**config.mk**
```make
export PLATFORM = sky130hd
export DESIGN_NAME = dma_break_arb
export DESIGN_NICKNAME = d
export VERILOG_FILES = /design/src/rtl/dma_break_arb.sv
export SDC_FILE = /design/constraint.sdc
export NUM_CORES = 1
export LEC_CHECK = 0
export CORE_ASPECT_RATIO = 0.6
export CORE_UTILIZATION = 25
export DETAILED_ROUTE_END_ITERATION = 6
export GPL_ROUTABILITY_DRIVEN = 0
export HOLD_SLACK_MARGIN = 0.12
export MAX_ROUTING_LAYER = met4
export PLACE_DENSITY_LB_ADDON = 0.25
export SLEW_MARGIN = 20
export SYNTH_ARGS = -nofsm -noshare
export SYNTH_HDL_FRONTEND = slang
export SYNTH_SLANG_ARGS = --single-unit
export TNS_END_PERCENT = 1
```
**constraint.sdc**
```tcl
create_clock -name clk -period 2 [get_ports clk]
set_input_delay 0.2 -clock clk [delete_from_list [all_inputs] [get_ports clk]]
set_output_delay 0.2 -clock clk [all_outputs]
set_load 0.01 [all_outputs]
```
**src/rtl/dma_break_arb.sv**
```systemverilog
// rtl/dma_break_arb.sv - data-break (DB0/DB1/DB2) sequencer and two-port DMA arbiter.
// Build option DMA_RR_EN: round-robin between contending ports; default is fixed priority (port 0).
module dma_break_arb #(
  parameter int unsigned MAX_BURST = 1,
  parameter int unsigned MAX_FIELD = 7
) (
  input  logic        clk,
  input  logic        reset,
  input  logic        cpu_bound,
  input  logic [1:0]  req,
  input  logic [14:0] req_addr0,
  input  logic [14:0] req_addr1,
  input  logic [11:0] req_wdata0,
  input  logic [11:0] req_wdata1,
  input  logic [1:0]  req_rd,
  input  logic [11:0] mem_rdata,
  output logic        break_pend,
  output logic [1:0]  db_phase,
  output logic [14:0] dmaAddr,
  output logic [11:0] disk2mem,
  output logic        to_disk,
  output logic [1:0]  ack,
  output logic [11:0] rdata,
  output logic        fld_err
);

  typedef enum logic [1:0] {
    S_IDLE = 2'b00,
    S_DB0  = 2'b01,
    S_DB1  = 2'b10,
    S_DB2  = 2'b11
  } state_t;

  state_t      state_q, state_d;
  logic [3:0]  burst_q, burst_d;
  logic        last_win_q, last_win_d;
  logic        win_q, win_d;
  logic [14:0] addr_q, addr_d;
  logic [11:0] wdata_q, wdata_d;
  logic        rd_q, rd_d;
  logic [11:0] rdata_q, rdata_d;

  logic        field_over;
  logic [1:0]  masked_req;
  logic [1:0]  pick_req;
  logic        load;
  logic        both_pick;
  logic        pick;

  assign field_over = 32'(addr_q[14:12]) > MAX_FIELD;
  assign masked_req = req & (win_q ? 2'b01 : 2'b10);

`ifdef DMA_RR_EN
  assign both_pick = ~last_win_q;
`else
  // Fixed priority ignores the history bit; it is still maintained for the round-robin build.
  assign both_pick = last_win_q & 1'b0;
`endif

  always_comb begin
    state_d    = state_q;
    burst_d    = burst_q;
    last_win_d = last_win_q;
    win_d      = win_q;
    addr_d     = addr_q;
    wdata_d    = wdata_q;
    rd_d       = rd_q;
    rdata_d    = rdata_q;
    load       = 1'b0;
    pick_req   = req;
    pick       = 1'b0;

    unique case (state_q)
      S_IDLE: begin
        if (|req && cpu_bound) begin
          load    = 1'b1;
          state_d = S_DB0;
          burst_d = 4'd1;
        end
      end
      S_DB0: state_d = S_DB1;
      S_DB1: state_d = S_DB2;
      S_DB2: begin
        last_win_d = win_q;
        if (field_over) begin
          rdata_d = 12'd0;
        end else if (rd_q) begin
          rdata_d = mem_rdata;
        end
        // Chained break skips the CPU boundary; the port just acked cannot win again.
        if ((32'(burst_q) < MAX_BURST) && |masked_req) begin
          load     = 1'b1;
          pick_req = masked_req;
          state_d  = S_DB0;
          burst_d  = burst_q + 4'd1;
        end else begin
          state_d = S_IDLE;
          burst_d = 4'd0;
        end
      end
      default: state_d = S_IDLE;
    endcase

    if (&pick_req) begin
      pick = both_pick;
    end else begin
      pick = ~pick_req[0];
    end

    if (load) begin
      win_d   = pick;
      addr_d  = pick ? req_addr1 : req_addr0;
      wdata_d = pick ? req_wdata1 : req_wdata0;
      rd_d    = req_rd[pick];
    end
  end

  always_ff @(posedge clk) begin
    if (!reset) begin
      state_q    <= S_IDLE;
      burst_q    <= 4'd0;
      last_win_q <= 1'b1;
      win_q      <= 1'b0;
      addr_q     <= 15'd0;
      wdata_q    <= 12'd0;
      rd_q       <= 1'b0;
      rdata_q    <= 12'd0;
    end else begin
      state_q    <= state_d;
      burst_q    <= burst_d;
      last_win_q <= last_win_d;
      win_q      <= win_d;
      addr_q     <= addr_d;
      wdata_q    <= wdata_d;
      rd_q       <= rd_d;
      rdata_q    <= rdata_d;
    end
  end

  assign break_pend = (state_q == S_IDLE) && |req;
  assign db_phase   = state_q;
  assign dmaAddr    = addr_q;
  assign disk2mem   = wdata_q;
  assign to_disk    = rd_q;
  assign rdata      = rdata_q;
  assign ack        = (state_q == S_DB2) ? (win_q ? 2'b10 : 2'b01) : 2'b00;
  assign fld_err    = (state_q == S_DB2) && field_over;

endmodule

```
==> flow_summary.toml <==
[power_and_ir_drop]
largest_voltage_drop_on_the_vdd_net_mv = 0.426
leakage_nw = 1.39
power-per-cell-area_mw_per_mm2 = 1100

[setup_path]
crit_start = "db_phase[0]"
critical_path.startpoint_type = "flop"
timing.critical_path.fanout_max = 6
type_of_the_worst_setup_path = "flop to output pin"
cpLargestDelayFamily = "buffers and inverters"
r2r-start = "burst_q[0]"
cp_cell_sequence = "inv_1 -> ha_2 -> o21a_1 -> clkdlybuf4s50_1"
setup.worst_path.end_class = "output pin"
critical_path.slowest_cell = "clkdlybuf4s50_1"
max_stage_delay_ns = 0.54
crit_buf_inv = 2
arrival_ns = 1.70
cp_data_required_time_ns = 1.80

[finish]
drive_gt1_share_pct = 13.4
layout.cells.most_common = "clkdlybuf4s50_1"
utilization_pct = 43.4
synthToLayoutAreaGrowth_pct = 64.5
layout_common_cells = "clkdlybuf4s50_1, dfxtp_1, nor2_1"
finish.net_count = 427
post_layout_nonfiller_instances = 462
antenna_cells = 0

[synthesis]
netlist_top_cells_area = "dfxtp_1, a221oi_2, mux2i_1"
postSynth.topFlopCell = "dfxtp_1"
yosys_register_bits = 47
synthesis.yosys.warnings = 0
number_of_enable_type_register_cells_in_the_synthesized_netlist = 0
synth.largest_area_cell = "dfxtp_1"
synth_top_area_share_pct = 40.9
yosysUniqueCellTypes = 36
synth_sequential_area_ratio_pct = 40.9
ys_async_sr_fraction_pct = 0
syn_inst = 234
syn_area_sq_mm = 0.00230
synth_fp_nets = 312
synthesis.area_per_instance_sq_um = 9.82

[die]
die_x_um = 126
initial_core_utilization_pct = 26.4
dieHeight_um = 76.3
num_rows = 26
placeableCoreArea_sq_mm = 0.00872
io_pins = 119
floorplan.die_area_sq_mm = 0.00959

[placement]
pre_cts_ws_ns = 0.181
placedCellCount = 454
io_buffer_count = 117
detailed_place_hpwl_um = 4880

[detailed_routing]
detailedRoute.firstIterationViolations = 89
drtAntennaViolNets = 0
via_density_per_instance = 4.64
drc = 0
wl_per_cell_um = 14.4
routed_wirelength_um = 6670
vias = 2145
drt_pass_1_iters = 4

[sta]
totalNegativeSetupSlack_ns = 0
final-hold-violation-count = 0
period_share_pct = 95.0
max_freq_ghz = 0.527
total_setup_violations_reported_at_the_end_of_the_flow = 0
post-route-worst-setup-slack_ns = 0.101
timing.clock.skew_ns = 0.00463
period_needed_ns = 1.90
report.final.slew_viol_count = 0

[global_route]
antenna_found_initial = 0
first_global_vias = 2120
grt_util_all_layers_pct = 14.2
grt_max_degree = 30
wire_length_of_the_first_global_routing_pass_um = 10600
grt-ovfl-total = 0

[cts]
postCtsSetupRepairBufs = 0
clk_root_buffer_cell = "clkbuf_16"
holdBufCountCts = 0
clkSinkCount = 47
htree_num_levels = 2
tritoncts.num_buffers = 5
cts_tree = "done"
clk_pin_slew_worst_paths_ns = 0.06
clk_path_buf_depth = 2
insertion_delay_ns = 0.28

[worst_hold_path]
worst_hold_startpoint = "rdata[1]"
hold_crit_path_type = "flop to flop"

[status]
run_status = "complete, no violations"

[run]
cap_viol_max_count = 0
## path summary, 6_finish.rpt
check | to | slack (ns) | cells past startpoint
min | rdata[1] | 0.45 | 2
min reg2reg | rdata[1] | 0.45 | 2
max reg2reg | disk2mem[10] | 0.29 | 7
max | break_pend | 0.10 | 4
## layer usage
layer,part of all wire [%],track usage (%)
met5,0,-
met4,0.34,2.89
met3,7.6,4.49
met2,41,20.3
met1,51,19.5
## cells in the mapped netlist, types with 4 or more instances
cell type,instances
dfxtp_1,47
buf_2,6
inv_1,4
ha_1,5
nor2_1,32
a221oi_1,8
mux2i_1,29
nand2_1,31
a21oi_1,14
a221oi_2,20
clkbuf_1,5
buf_4,5
## metrics by stage
stage	hold WS, ns	power, mW	instance area [sq um]
6_report	0.454	4.17	3780
2_1_floorplan	0.336	2.43	2300
4_1_cts	0.450	4.22	3770
3_5_place_dp	0.447	3.39	3630
3_3_place_gp	0.442	3.36	3630
5_1_grt	0.477	4.45	3780
## flip-flops by register name, summed over array words and instances (netlist names)
register,count
win_q,1
db_phase,2
rdata,12
dmaAddr,15
to_disk,1
burst_q,4
disk2mem,12
## cells by family (layout without fill, tap and decap cells)
logic type | after synthesis | in the layout | synth area share (%)
AOI/OAI and AO/OA | 53 | 53 | 22.9
muxes | 29 | 29 | 12.6
DFF | 47 | 47 | 40.9
adders and majority gates | 5 | 5 | 2.72
and+or+nand+nor | 75 | 75 | 14.6
buffers and inverters | 24 | 140 | 6.10
other | 1 | 1 | 0.163
## worst reg2reg max path: cells and delay by family (launching register included)
family	cells	cell delay (ns)
flip-flops	1	0.35
AO/OA/AOI/OAI	2	0.31
multiplexers	1	0.31
buffers and inverters	2	0.28
adder cells (fa/ha/maj)	1	0.18
AND/OR/NAND/NOR	1	0.15
## repair_timing
item,in CTS,in global routing
endpoints found under the hold margin,0,0
endpoints found under the setup margin,0,3
gates resized for setup,0,3
## layout make-up
type                    instances  area (sq um)
fillers                       854          4940
repair buffers                127          1300
flip-flops and latches         47           942
clock buffers                   5           125
well taps                     112           140
multi-input cells             163          1240
inverters                       5          18.8
clock inverters                 3          15.0
## report_power, final
part,switching [mW],internal [mW],leakage (nW)
sequential,0.160,1.20,0.384
combinational,0.940,1.06,0.935
clock,0.347,0.457,0.0733
No activity file was read; power rests on OpenSTA's default activity.
